[src/rtl/rv32i_pkg.sv]
// Shared RV32I decode types: ALU/operand selects, immediate formats, opcode and funct constants.
// Latency: n/a (types, constants and one pure helper function).
// Backpressure: n/a.
package rv32i_pkg;

  localparam int RV_XLEN = 32;

  typedef enum logic [3:0] {
    ALU_ADD  = 4'd0,
    ALU_SUB  = 4'd1,
    ALU_SLL  = 4'd2,
    ALU_SLT  = 4'd3,
    ALU_SLTU = 4'd4,
    ALU_XOR  = 4'd5,
    ALU_SRL  = 4'd6,
    ALU_SRA  = 4'd7,
    ALU_OR   = 4'd8,
    ALU_AND  = 4'd9
  } ALUSel_e;

  typedef enum logic [1:0] {
    OPA_RS1  = 2'd0,
    OPA_PC   = 2'd1,
    OPA_ZERO = 2'd2
  } OpASel_e;

  typedef enum logic {
    OPB_RS2 = 1'b0,
    OPB_IMM = 1'b1
  } OpBSel_e;

  // IMM_SH is the zero-extended shamt of the shift-immediate forms
  typedef enum logic [2:0] {
    IMM_NONE = 3'd0,
    IMM_I    = 3'd1,
    IMM_SH   = 3'd2,
    IMM_S    = 3'd3,
    IMM_B    = 3'd4,
    IMM_U    = 3'd5,
    IMM_J    = 3'd6
  } ImmFmt_e;

  localparam logic [6:0] OPC_OP     = 7'b0110011;
  localparam logic [6:0] OPC_OP_IMM = 7'b0010011;
  localparam logic [6:0] OPC_LUI    = 7'b0110111;
  localparam logic [6:0] OPC_AUIPC  = 7'b0010111;
  localparam logic [6:0] OPC_LOAD   = 7'b0000011;
  localparam logic [6:0] OPC_STORE  = 7'b0100011;
  localparam logic [6:0] OPC_BRANCH = 7'b1100011;
  localparam logic [6:0] OPC_JAL    = 7'b1101111;
  localparam logic [6:0] OPC_JALR   = 7'b1100111;

  localparam logic [2:0] F3_ADD_SUB = 3'd0;
  localparam logic [2:0] F3_SLL     = 3'd1;
  localparam logic [2:0] F3_SLT     = 3'd2;
  localparam logic [2:0] F3_SLTU    = 3'd3;
  localparam logic [2:0] F3_XOR     = 3'd4;
  localparam logic [2:0] F3_SRL_SRA = 3'd5;
  localparam logic [2:0] F3_OR      = 3'd6;
  localparam logic [2:0] F3_AND     = 3'd7;

  localparam logic [2:0] F3_BEQ  = 3'd0;
  localparam logic [2:0] F3_BNE  = 3'd1;
  localparam logic [2:0] F3_BLT  = 3'd4;
  localparam logic [2:0] F3_BGE  = 3'd5;
  localparam logic [2:0] F3_BLTU = 3'd6;
  localparam logic [2:0] F3_BGEU = 3'd7;
  localparam logic [2:0] F3_JALR = 3'd0;

  localparam logic [6:0] F7_BASE = 7'h00;
  localparam logic [6:0] F7_ALT  = 7'h20;

  // Register/immediate arithmetic op from funct3; alt selects SUB/SRA
  function automatic ALUSel_e alu_from_f3(input logic [2:0] f3, input logic alt);
    ALUSel_e op;
    op = ALU_ADD;
    case (f3)
      F3_ADD_SUB: op = alt ? ALU_SUB : ALU_ADD;
      F3_SLL:     op = ALU_SLL;
      F3_SLT:     op = ALU_SLT;
      F3_SLTU:    op = ALU_SLTU;
      F3_XOR:     op = ALU_XOR;
      F3_SRL_SRA: op = alt ? ALU_SRA : ALU_SRL;
      F3_OR:      op = ALU_OR;
      default:    op = ALU_AND;
    endcase
    return op;
  endfunction

endpackage

[src/rtl/rv32i_decode_stage_if.sv]
// Decode-to-execute bundle: decoded ALU control plus valid/ready handshake.
// Latency: n/a (wiring only).
// Backpressure: master holds the bundle while valid & ~ready.
interface rv32i_decode_stage_if;
  import rv32i_pkg::*;

  logic                 valid;
  logic                 ready;
  logic [RV_XLEN-1:0]   pc;
  ALUSel_e              alu_op;
  OpASel_e              op_a_sel;
  OpBSel_e              op_b_sel;
  logic [RV_XLEN-1:0]   imm;
  logic [4:0]           rs1_addr;
  logic [4:0]           rs2_addr;
  logic [4:0]           rd_addr;
  logic                 rd_wen;
  logic                 illegal;

  modport master (
    output valid, pc, alu_op, op_a_sel, op_b_sel, imm,
           rs1_addr, rs2_addr, rd_addr, rd_wen, illegal,
    input  ready
  );

  modport slave (
    input  valid, pc, alu_op, op_a_sel, op_b_sel, imm,
           rs1_addr, rs2_addr, rd_addr, rd_wen, illegal,
    output ready
  );

endinterface

[src/rtl/rv32i_imm_gen.sv]
// Immediate generator: selects and sign-extends the immediate field for a given format.
// Latency: combinational.
// Backpressure: none.
module rv32i_imm_gen
  import rv32i_pkg::*;
(
  input  logic [31:7] i_instr,
  input  ImmFmt_e     i_fmt,
  output logic [31:0] o_imm
);

  // Every signed format takes its sign from instr[31]; B/J targets are halfword aligned
  always_comb begin
    o_imm = 32'd0;
    case (i_fmt)
      IMM_I:  o_imm = {{20{i_instr[31]}}, i_instr[31:20]};
      IMM_SH: o_imm = {27'd0, i_instr[24:20]};
      IMM_S:  o_imm = {{20{i_instr[31]}}, i_instr[31:25], i_instr[11:7]};
      IMM_B:  o_imm = {{19{i_instr[31]}}, i_instr[31], i_instr[7],
                       i_instr[30:25], i_instr[11:8], 1'b0};
      IMM_U:  o_imm = {i_instr[31:12], 12'd0};
      IMM_J:  o_imm = {{11{i_instr[31]}}, i_instr[31], i_instr[19:12],
                       i_instr[20], i_instr[30:21], 1'b0};
      default: o_imm = 32'd0;
    endcase
  end

endmodule

[src/rtl/rv32i_decode_stage.sv]
// RV32I decode stage: decodes one instruction into ALU control and registers it for execute.
// Latency: 1 cycle, full throughput.
// Backpressure: holds the bundle bit-stable while valid & ~ready; flush drops held and incoming.
module rv32i_decode_stage
  import rv32i_pkg::*;
#(
  parameter int          XLEN     = 32,
  parameter logic [31:0] RESET_PC = 32'h0
)(
  input  logic                  i_clk,
  input  logic                  i_rst_n,
  input  logic                  i_valid,
  output logic                  o_ready,
  input  logic [31:0]           i_instr,
  input  logic [31:0]           i_pc,
  input  logic                  i_flush,
  rv32i_decode_stage_if.master  ex_if
);

  logic [6:0]      w_opc;
  logic [2:0]      w_f3;
  logic [6:0]      w_f7;
  ALUSel_e         w_alu_op;
  OpASel_e         w_op_a_sel;
  OpBSel_e         w_op_b_sel;
  ImmFmt_e         w_fmt;
  logic [31:0]     w_imm;
  logic [4:0]      w_rs1;
  logic [4:0]      w_rs2;
  logic [4:0]      w_rd;
  logic            w_writes;
  logic            w_illegal;
  logic            w_rd_wen;
  logic            w_ready;
  logic            w_load;

  logic            r_valid;
  logic [XLEN-1:0] r_pc;
  ALUSel_e         r_alu_op;
  OpASel_e         r_op_a_sel;
  OpBSel_e         r_op_b_sel;
  logic [XLEN-1:0] r_imm;
  logic [4:0]      r_rs1;
  logic [4:0]      r_rs2;
  logic [4:0]      r_rd;
  logic            r_rd_wen;
  logic            r_illegal;

  assign w_opc   = i_instr[6:0];
  assign w_f3    = i_instr[14:12];
  assign w_f7    = i_instr[31:25];
  assign w_ready = ~r_valid | ex_if.ready;
  assign w_load  = i_valid & w_ready;
  assign o_ready = w_ready;

  rv32i_imm_gen u_imm_gen (
    .i_instr (i_instr[31:7]),
    .i_fmt   (w_fmt),
    .o_imm   (w_imm)
  );

  // Opcode/funct decode; unused source indices stay 0, illegal encodings fall back to ADD
  always_comb begin
    w_alu_op   = ALU_ADD;
    w_op_a_sel = OPA_RS1;
    w_op_b_sel = OPB_RS2;
    w_fmt      = IMM_NONE;
    w_rs1      = 5'd0;
    w_rs2      = 5'd0;
    w_rd       = 5'd0;
    w_writes   = 1'b0;
    w_illegal  = 1'b0;
    case (w_opc)
      OPC_OP: begin
        w_rs1    = i_instr[19:15];
        w_rs2    = i_instr[24:20];
        w_rd     = i_instr[11:7];
        w_writes = 1'b1;
        if (w_f7 == F7_BASE) begin
          w_alu_op = alu_from_f3(w_f3, 1'b0);
        end else if (w_f7 == F7_ALT && (w_f3 == F3_ADD_SUB || w_f3 == F3_SRL_SRA)) begin
          w_alu_op = alu_from_f3(w_f3, 1'b1);
        end else begin
          w_illegal = 1'b1;
        end
      end
      OPC_OP_IMM: begin
        w_rs1      = i_instr[19:15];
        w_rd       = i_instr[11:7];
        w_writes   = 1'b1;
        w_op_b_sel = OPB_IMM;
        w_fmt      = IMM_I;
        w_alu_op   = alu_from_f3(w_f3, 1'b0);
        // Shifts take only shamt: the ALU shifts by the whole operand_b
        if (w_f3 == F3_SLL) begin
          w_fmt     = IMM_SH;
          w_illegal = (w_f7 != F7_BASE);
        end else if (w_f3 == F3_SRL_SRA) begin
          w_fmt     = IMM_SH;
          w_alu_op  = alu_from_f3(w_f3, w_f7 == F7_ALT);
          w_illegal = (w_f7 != F7_BASE) && (w_f7 != F7_ALT);
        end
      end
      OPC_LUI, OPC_AUIPC: begin
        w_rd       = i_instr[11:7];
        w_writes   = 1'b1;
        w_op_a_sel = (w_opc == OPC_LUI) ? OPA_ZERO : OPA_PC;
        w_op_b_sel = OPB_IMM;
        w_fmt      = IMM_U;
      end
      OPC_LOAD: begin
        w_rs1      = i_instr[19:15];
        w_rd       = i_instr[11:7];
        w_writes   = 1'b1;
        w_op_b_sel = OPB_IMM;
        w_fmt      = IMM_I;
        w_illegal  = (w_f3 == 3'd3) || (w_f3 == 3'd6) || (w_f3 == 3'd7);
      end
      OPC_STORE: begin
        w_rs1      = i_instr[19:15];
        w_rs2      = i_instr[24:20];
        w_op_b_sel = OPB_IMM;
        w_fmt      = IMM_S;
        w_illegal  = (w_f3 > 3'd2);
      end
      OPC_BRANCH: begin
        w_rs1 = i_instr[19:15];
        w_rs2 = i_instr[24:20];
        w_fmt = IMM_B;
        case (w_f3)
          F3_BEQ, F3_BNE:   w_alu_op = ALU_SUB;
          F3_BLT, F3_BGE:   w_alu_op = ALU_SLT;
          F3_BLTU, F3_BGEU: w_alu_op = ALU_SLTU;
          default:          w_illegal = 1'b1;
        endcase
      end
      OPC_JAL: begin
        w_rd       = i_instr[11:7];
        w_writes   = 1'b1;
        w_op_a_sel = OPA_PC;
        w_op_b_sel = OPB_IMM;
        w_fmt      = IMM_J;
      end
      OPC_JALR: begin
        w_rs1      = i_instr[19:15];
        w_rd       = i_instr[11:7];
        w_writes   = 1'b1;
        w_op_b_sel = OPB_IMM;
        w_fmt      = IMM_I;
        w_illegal  = (w_f3 != F3_JALR);
      end
      default: w_illegal = 1'b1;
    endcase
    if (w_illegal) begin
      w_alu_op = ALU_ADD;
    end
  end

  assign w_rd_wen = w_writes & ~w_illegal & (w_rd != 5'd0);

  // Pipeline register: flush beats load beats consume; a stall leaves everything untouched
  always_ff @(posedge i_clk or negedge i_rst_n) begin
    if (!i_rst_n) begin
      r_valid    <= 1'b0;
      r_pc       <= RESET_PC;
      r_alu_op   <= ALU_ADD;
      r_op_a_sel <= OPA_RS1;
      r_op_b_sel <= OPB_RS2;
      r_imm      <= '0;
      r_rs1      <= 5'd0;
      r_rs2      <= 5'd0;
      r_rd       <= 5'd0;
      r_rd_wen   <= 1'b0;
      r_illegal  <= 1'b0;
    end else if (i_flush) begin
      r_valid <= 1'b0;
    end else if (w_load) begin
      r_valid    <= 1'b1;
      r_pc       <= i_pc;
      r_alu_op   <= w_alu_op;
      r_op_a_sel <= w_op_a_sel;
      r_op_b_sel <= w_op_b_sel;
      r_imm      <= w_imm;
      r_rs1      <= w_rs1;
      r_rs2      <= w_rs2;
      r_rd       <= w_rd;
      r_rd_wen   <= w_rd_wen;
      r_illegal  <= w_illegal;
    end else if (ex_if.ready) begin
      r_valid <= 1'b0;
    end
  end

  assign ex_if.valid    = r_valid;
  assign ex_if.pc       = r_pc;
  assign ex_if.alu_op   = r_alu_op;
  assign ex_if.op_a_sel = r_op_a_sel;
  assign ex_if.op_b_sel = r_op_b_sel;
  assign ex_if.imm      = r_imm;
  assign ex_if.rs1_addr = r_rs1;
  assign ex_if.rs2_addr = r_rs2;
  assign ex_if.rd_addr  = r_rd;
  assign ex_if.rd_wen   = r_rd_wen;
  assign ex_if.illegal  = r_illegal;

endmodule
[src/flat_wrapper.sv]
// flat-port wrapper written by rule: the top's interface ports become plain ports
module rv32i_decode_stage_flat import rv32i_pkg::*;
#(
  parameter int          XLEN     = 32,
  parameter logic [31:0] RESET_PC = 32'h0
)
  (i_clk, i_rst_n, i_valid, o_ready, i_instr, i_pc, i_flush, ex_if_valid, ex_if_pc, ex_if_alu_op, ex_if_op_a_sel, ex_if_op_b_sel, ex_if_imm, ex_if_rs1_addr, ex_if_rs2_addr, ex_if_rd_addr, ex_if_rd_wen, ex_if_illegal, ex_if_ready);
  rv32i_decode_stage_if ex_if_i ();
  input  logic i_clk;
  input  logic i_rst_n;
  input  logic i_valid;
  output logic o_ready;
  input  logic [31:0] i_instr;
  input  logic [31:0] i_pc;
  input  logic i_flush;
  output wire logic [$bits(ex_if_i.valid)-1:0] ex_if_valid;
  output wire logic [$bits(ex_if_i.pc)-1:0] ex_if_pc;
  output wire logic [$bits(ex_if_i.alu_op)-1:0] ex_if_alu_op;
  output wire logic [$bits(ex_if_i.op_a_sel)-1:0] ex_if_op_a_sel;
  output wire logic [$bits(ex_if_i.op_b_sel)-1:0] ex_if_op_b_sel;
  output wire logic [$bits(ex_if_i.imm)-1:0] ex_if_imm;
  output wire logic [$bits(ex_if_i.rs1_addr)-1:0] ex_if_rs1_addr;
  output wire logic [$bits(ex_if_i.rs2_addr)-1:0] ex_if_rs2_addr;
  output wire logic [$bits(ex_if_i.rd_addr)-1:0] ex_if_rd_addr;
  output wire logic [$bits(ex_if_i.rd_wen)-1:0] ex_if_rd_wen;
  output wire logic [$bits(ex_if_i.illegal)-1:0] ex_if_illegal;
  input wire logic [$bits(ex_if_i.ready)-1:0] ex_if_ready;
  assign ex_if_valid = ex_if_i.valid;
  assign ex_if_pc = ex_if_i.pc;
  assign ex_if_alu_op = ex_if_i.alu_op;
  assign ex_if_op_a_sel = ex_if_i.op_a_sel;
  assign ex_if_op_b_sel = ex_if_i.op_b_sel;
  assign ex_if_imm = ex_if_i.imm;
  assign ex_if_rs1_addr = ex_if_i.rs1_addr;
  assign ex_if_rs2_addr = ex_if_i.rs2_addr;
  assign ex_if_rd_addr = ex_if_i.rd_addr;
  assign ex_if_rd_wen = ex_if_i.rd_wen;
  assign ex_if_illegal = ex_if_i.illegal;
  assign ex_if_i.ready = ex_if_ready;
  rv32i_decode_stage #(.XLEN(XLEN), .RESET_PC(RESET_PC)) u_core (.i_clk(i_clk), .i_rst_n(i_rst_n), .i_valid(i_valid), .o_ready(o_ready), .i_instr(i_instr), .i_pc(i_pc), .i_flush(i_flush), .ex_if(ex_if_i));
endmodule
[config.mk]
export PLATFORM = sky130hd
export DESIGN_NAME = rv32i_decode_stage_flat
export DESIGN_NICKNAME = d
export VERILOG_FILES = /design/src/rtl/rv32i_pkg.sv /design/src/rtl/rv32i_decode_stage_if.sv /design/src/rtl/rv32i_imm_gen.sv /design/src/rtl/rv32i_decode_stage.sv /design/src/flat_wrapper.sv
export SDC_FILE = /design/constraint.sdc
export NUM_CORES = 1
export LEC_CHECK = 0
export ABC_AREA = 1
export ABC_CLOCK_PERIOD_IN_PS = 1630
export BUFFER_PORTS_ARGS = -buffer_cell sky130_fd_sc_hd__buf_4
export CELL_PAD_IN_SITES_DETAIL_PLACEMENT = 0
export CELL_PAD_IN_SITES_GLOBAL_PLACEMENT = 2
export CORE_MARGIN = 2
export CORE_UTILIZATION = 28
export CTS_BUF_LIST = sky130_fd_sc_hd__clkbuf_8
export CTS_CLUSTER_SIZE = 28
export DETAILED_ROUTE_END_ITERATION = 6
export GPL_TIMING_DRIVEN = 1
export MAX_ROUTING_LAYER = met4
export PLACE_DENSITY_LB_ADDON = 0.1
export SYNTH_ARGS = -nofsm -noshare
export SYNTH_HDL_FRONTEND = slang
export SYNTH_SLANG_ARGS = --single-unit
[constraint.sdc]
create_clock -name i_clk -period 1.63 [get_ports i_clk]
set_input_delay 0.326 -clock i_clk [delete_from_list [all_inputs] [get_ports i_clk]]
set_output_delay 0.326 -clock i_clk [all_outputs]
set_load 0.01 [all_outputs]
Word-level counts from Yosys, hierarchy flattened
Cells that the tools add are included.
{"block": "op_classes", "muxes": 31, "shifts": 0, "n_lt_le_gt_ge": 1, "div": 0, "add_sub_neg": 0, "multipliers": 0, "reduce_logical": 23, "bitwise": 7, "eq_ne": 24}
{"op": "32-bit case mux with 6 select lines", "count": 1}
{"op": "4-bit case mux with 7 select lines", "count": 2}
{"op": "7-bit by 6-bit == test with 1-bit output, second input constant", "count": 4}
{"op": "4-bit case mux with 6 select lines", "count": 1}
{"op": "3-bit == test, second input constant", "count": 7}
{"op": "7-bit == test, second input constant", "count": 3}
{"op": "4-bit 2-to-1 mux", "count": 5}
{"op": "3-bit case mux with 6 select lines", "count": 1}
{"op": "5-bit 2-to-1 mux", "count": 3}
{"op": "7-bit by 5-bit == test with 1-bit output, second input constant", "count": 2}
{"op": "7-bit OR reduction", "count": 2}
{"op": "3-bit by 2-bit == test with 1-bit output, second input constant", "count": 4}
{"op": "4-bit case mux with 3 select lines", "count": 1}
{"op": "6-bit OR reduction", "count": 2}
{"op": "1-bit 2-to-1 mux", "count": 11}
{"op": "2-bit OR reduction", "count": 5}
{"op": "3-bit case mux with 3 select lines", "count": 1}
{"op": "7-bit by 2-bit == test with 1-bit output, second input constant", "count": 1}
{"op": "7-bit zero test", "count": 1}
{"op": "7-bit by 6-bit inequality test with 1-bit output, second input constant", "count": 1}
{"op": "1-bit case mux with 7 select lines", "count": 1}
{"op": "7-bit nonzero test", "count": 1}
{"op": "3-bit by 1-bit == test with 1-bit output, second input constant", "count": 2}
{"op": "3-bit nonzero test", "count": 2}
{"op": "13 further kinds", "count": 22}
{"block": "totals", "reg_bits": 89, "output_inout_bits": 90, "mem_bits_ro": 0, "n_memories": 0, "word_cells": 97, "input_bits": 69, "ram_bits": 0, "latchBits": 0}

Longest topological paths before layout
{"block": "depth", "word_depth": 9, "mapped_depth": 12, "mapped_depth_nobuf": 11}

Cells and area by module
A second synthesis with hierarchy kept.
{"block": "hier_totals", "hier_cells": 581, "hier_area_um2": 4401.7}
{"module": "rv32i_decode_stage", "seq_area_each_um2": 2227.1, "n_inst": 1, "area_each_um2": 3907.5, "cells_per_inst": 492}
{"module": "rv32i_imm_gen", "seq_area_each_um2": 0.0, "n_inst": 1, "area_each_um2": 494.2, "cells_per_inst": 89}

Least setup slack after synthesis
Ideal clock, no wire load.
{"block": "synth_path", "path_type": "input to register", "from": "input i_instr[13]", "to": "register u_core.r_imm[13] (netlist: u_core.ex_if.imm[13])", "arrival_ns": 1.345, "required_time_ns": 1.513, "n_path_buf": 2, "cell_stages": 10, "slack_ns": 0.168, "setup_time_ns": 0.117, "path_cell_list": "buf_2 -> nor2_1 -> inv_1 -> nand3_1 -> nand3_4 -> nand3_2 -> buf_6 -> nand3_2 -> nand2_1 -> nand2_1"}
{"block": "synth_via", "elab_chain_len": 6, "elab_cells_between_ends": 12, "cone_classes": "8 x eq/ne; 4 x mux"}
{"element": "start: declaration", "line_no": "flat_wrapper.sv:13", "rtl": "input logic [31:0] i_instr;"}
{"element": "3-bit == test", "line_no": "rv32i_decode_stage.sv:98", "rtl": "end else if (w_f3 == F3_SRL_SRA) begin"}
{"element": "2-bit 2-to-1 mux", "line_no": "rv32i_decode_stage.sv:98"}
{"element": "3-bit 2-to-1 mux", "line_no": "rv32i_decode_stage.sv:95", "rtl": "if (w_f3 == F3_SLL) begin"}
{"element": "3-bit case mux with 6 select lines", "line_no": "rv32i_decode_stage.sv:73", "rtl": "case (w_opc)"}
{"element": "3-bit == test (tied with other cells)", "line_no": "rv32i_imm_gen.sv:15", "rtl": "case (i_fmt)"}
{"element": "32-bit case mux with 6 select lines *", "line_no": "rv32i_imm_gen.sv:15"}
{"element": "end signal: assignment", "line_no": "rv32i_decode_stage.sv:183", "rtl": "r_imm <= w_imm;"}
{"element": "end: declaration", "line_no": "rv32i_decode_stage.sv:42", "rtl": "logic [XLEN-1:0] r_imm;"}
Every way passes the cells marked *; elsewhere a longest branch is shown, timed or not.
A chain may end at the register's enable or synchronous reset.

Worst setup path in the final report
{"block": "layout_path", "from": "register u_core.r_valid (netlist: u_core.ex_if.valid)", "to": "output o_ready"}
{"block": "layout_via", "elab_chain_len": 2}
{"element": "start: declaration", "line_no": "rv32i_decode_stage.sv:37", "rtl": "logic r_valid;"}
{"element": "start signal: assignment", "line_no": "rv32i_decode_stage.sv:164", "rtl": "r_valid <= 1'b0;"}
{"element": "start signal: assignment", "line_no": "rv32i_decode_stage.sv:176", "rtl": "r_valid <= 1'b0;"}
{"element": "start signal: assignment", "line_no": "rv32i_decode_stage.sv:178", "rtl": "r_valid <= 1'b1;"}
{"element": "1-bit inverter", "line_no": "rv32i_decode_stage.sv:52", "rtl": "assign w_ready = ~r_valid | ex_if.ready;"}
{"element": "1-bit OR", "line_no": "rv32i_decode_stage.sv:52"}
{"element": "end: declaration", "line_no": "flat_wrapper.sv:12", "rtl": "output logic o_ready;"}
No other way between the ends.

==> results.sh <==
export IMPL_crit_required_ps=1300
export IMPL_synth_nets=669
export IMPL_routed_wl_um=14900
export IMPL_run_status="finished, final reports clean"
export IMPL_ys_top_cells_by_area="dfrtp_1, nand2_1, nand3_1"
export IMPL_cpMaxStageDelayCell="dfrtp_1"
export IMPL_hold_path_class="in2reg"
export IMPL_path_clk_slew_ps=90
export IMPL_path_common_cell="inv_1"
export IMPL_yosysTopAreaCell="dfrtp_1"
export IMPL_cpLargestDelayFamily="flip-flops"
export IMPL_p_leak_nw=3.80
export IMPL_synth_edff_count=0
export IMPL_p_per_area_nw_per_um2=751
export IMPL_sw_frac_of_total_pct=30.5
export IMPL_fp_dieH_um=130
export IMPL_ys_warnings_count=0
export IMPL_synth_common_cells="nand2_1, dfrtp_1, inv_1"
export IMPL_synthCells=600
export IMPL_post_route_period_util_pct=90.2
export IMPL_portBuffers=158
export IMPL_nNetsFinal=881
export IMPL_clkPwrFrac_pct=29.0
export IMPL_p_int_mw=3.42
export IMPL_instances_no_fill=1033
export IMPL_vdd_ir_drop_max_mv=0.345
export IMPL_yosysMostFrequentCell="nand2_1"
export IMPL_start_util_pct=28.4
export IMPL_drtIter0Drc=218
export IMPL_synth_top_area_share_pct=49.9
export IMPL_hold_violations=0
export IMPL_die_w_um=130
export IMPL_power_mw=4.93
export IMPL_path_class="reg2out"
export IMPL_synth_seq_cells=89
export IMPL_max_stage_delay_ps=360
export IMPL_combPwrFrac_pct=20.8
export IMPL_rsz0062_at_grt="false"
export IMPL_worst_slack_ps=159
export IMPL_ant_nets=0
export IMPL_synth_ff_type="dfrtp_1"
export IMPL_setup_viol=0
export IMPL_detailed_place_hpwl_um=11600
export IMPL_io_pins=159
export IMPL_maxSlewHeadroom_pct=72.6
export IMPL_syn_to_final_growth_pct=47.2
export IMPL_period_needed_ps=1470
export IMPL_wl_per_cell_um=14.5
export IMPL_synth_area_sq_um=4460
export IMPL_hold_worst_slack_ps=117
export IMPL_arrival_ps=1140
export IMPL_place_ws_ps=-148
export IMPL_synth_cell_types=29
export IMPL_seq_area_frac_synth_pct=49.9
export IMPL_worst_pin_slew_ps=412
export IMPL_critical_path_cell_chain="inv_1, nor2_2, inv_1, buf_4"
export IMPL_post_cts_buffers=0
export IMPL_antenna_found_initial=0
export IMPL_synthArstFlopShare_pct=100
export IMPL_slew_violations=0
export IMPL_cp_start_kind="register"
export IMPL_antenna_cells=0
export IMPL_grt_max_degree=53
export IMPL_htree_num_levels=3
export IMPL_switchingPower_mw=1.50
export IMPL_drcViolationCount=0
export IMPL_cap_viol_max_count=0
export IMPL_clk_insertion_delay_late_ps=380
export IMPL_first_pass_iters=5
export IMPL_cp_num_buf_inv=3
export IMPL_cts_made_buffers=9
export IMPL_clockRootBuffer="clkbuf_8"
export IMPL_grt_usage_pct=18.7
export IMPL_die_area_sq_um=17000
export IMPL_fin_worst_skew_ps=6.89
export IMPL_end_kind="output pin"
export IMPL_dp_cells=1016
export IMPL_cts_buffer_depth=2
export IMPL_vias=4557
export IMPL_grt_pass1_vias=4500
export IMPL_grt_ovfl_total=0
export IMPL_pwr_share_seq_pct=50.2
export IMPL_cts_tree="done"
export IMPL_synth_area_per_cell_sq_um=7.43
export IMPL_grt_pass1_wl_um=23700
export IMPL_critPathMaxFanout=2
export IMPL_floorplan_core_area_sq_um=15700
export IMPL_via_per_inst=4.41
export IMPL_clkSinkCount=89
export IMPL_gp_congestion=0.826
export IMPL_row_count=46
export IMPL_fmaxAchievable_mhz=680
export IMPL_final_layout_size_suffix_gt1_share_pct=33.2
-- sequential cells by signal (all words and copies together) (netlist names), 2 cells and up --
signal                 flops
u_core.ex_if.rd_addr       5
u_core.ex_if.imm          32
u_core.ex_if.pc           32
u_core.ex_if.alu_op        4
u_core.ex_if.op_a_sel      2
u_core.ex_if.rs2_addr      5
u_core.ex_if.rs1_addr      5
-- worst register-to-register path: stages, from the launching register on --
cell,delay [ps]
dfrtp_1,390
inv_1,70
nor2_2,50
nor3_4,180
buf_4,170
buf_12,220
nand2_1,80
o21ai_0,190
-- layout make-up --
cell class                      instances  area [sq um]
Clock buffer                            9           124
Clock inverter                          7          45.0
Fill cell                            1698          9150
Inverter                               44           165
Multi-Input combinational cell        441          1960
Sequential cell                        89          2230
Tap cell                              216           270
Timing Repair Buffer                  227          1770
-- metrics by stage --
stage          util, %  cell area [sq um]  setup TNS, ps
2_1_floorplan        -               4460              0
3_3_place_gp      40.6               6380          -3030
3_5_place_dp      40.6               6380          -3900
4_1_cts           41.7               6560              0
5_1_grt           41.8               6560              0
6_report          41.8               6560              0
-- routing by layer --
| metal | up-vias | GRT usage, % | routed length, um |
|---|---|---|---|
| met5 | - | - | 0 |
| met4 | 0 | 5.31 | 175 |
| met3 | 10 | 3.77 | 800 |
| met2 | 111 | 29.3 | 7070 |
| met1 | 2133 | 24.6 | 6890 |
| li1 | 2303 | - | - |
-- path summary, 6_finish.rpt --
path                                                        end                            from  slack, ps  depth (start not counted)
max                                                     o_ready  u_core.ex_if.valid$_DFFE_PN0P_        160                          4
min in group asynchronous      u_core.ex_if.illegal$_DFFE_PN0P_                         i_rst_n        420                          2
max in group asynchronous      u_core.ex_if.imm[28]$_DFFE_PN0P_                         i_rst_n        680                          3
min                              u_core.ex_if.valid$_DFFE_PN0P_                         i_flush        120                          2
max reg2reg                u_core.ex_if.rs1_addr[4]$_DFFE_PN0P_  u_core.ex_if.valid$_DFFE_PN0P_        190                          7
min reg2reg                      u_core.ex_if.pc[5]$_DFFE_PN0P_  u_core.ex_if.pc[5]$_DFFE_PN0P_        480                          2
-- placed cells by master (no fill, tap or decap), types with 3 or more instances in the layout --
cell / count
clkinv_2: 3
o31ai_1: 12
a21oi_1: 11
nand2_1: 292
nand3_1: 35
inv_1: 39
buf_12: 5
nand3_2: 10
o21ai_0: 22
clkbuf_8: 9
buf_4: 221
dfrtp_1: 89
and3_1: 3
o22ai_1: 6
nor2_2: 6
inv_2: 6
nor2_1: 30
-- what timing repair did --
action,in CTS,in global routing
setup endpoints to repair,0,2
gates resized for setup,0,2
endpoints found under the hold margin,24,0
hold buffers,1,0
-- power groups by stage --
| stage | Combinational [mW] | Sequential, mW | Clock, mW |
|---|---|---|---|
| 5_1_grt | 1.14 | 2.50 | 1.58 |
| 4_1_cts | 1.05 | 2.47 | 1.50 |
| 2_1_floorplan | 0.305 | 2.59 | 0 |
| 3_5_place_dp | 1.04 | 2.52 | 0 |
| 6_report | 1.03 | 2.47 | 1.43 |
| 3_3_place_gp | 1.04 | 2.51 | 0 |
-- cells by family (layout without fill, tap and decap cells) --
family                 Yosys count  after routing  synth area share, %
AO/OA/AOI/OAI                   56             56                 7.35
buffers and inverters           70            287                 6.31
flip-flops                      89             89                 49.9
AND/OR/NAND/NOR                385            385                 36.4
Note: power is estimated with default switching activity, not from simulation.
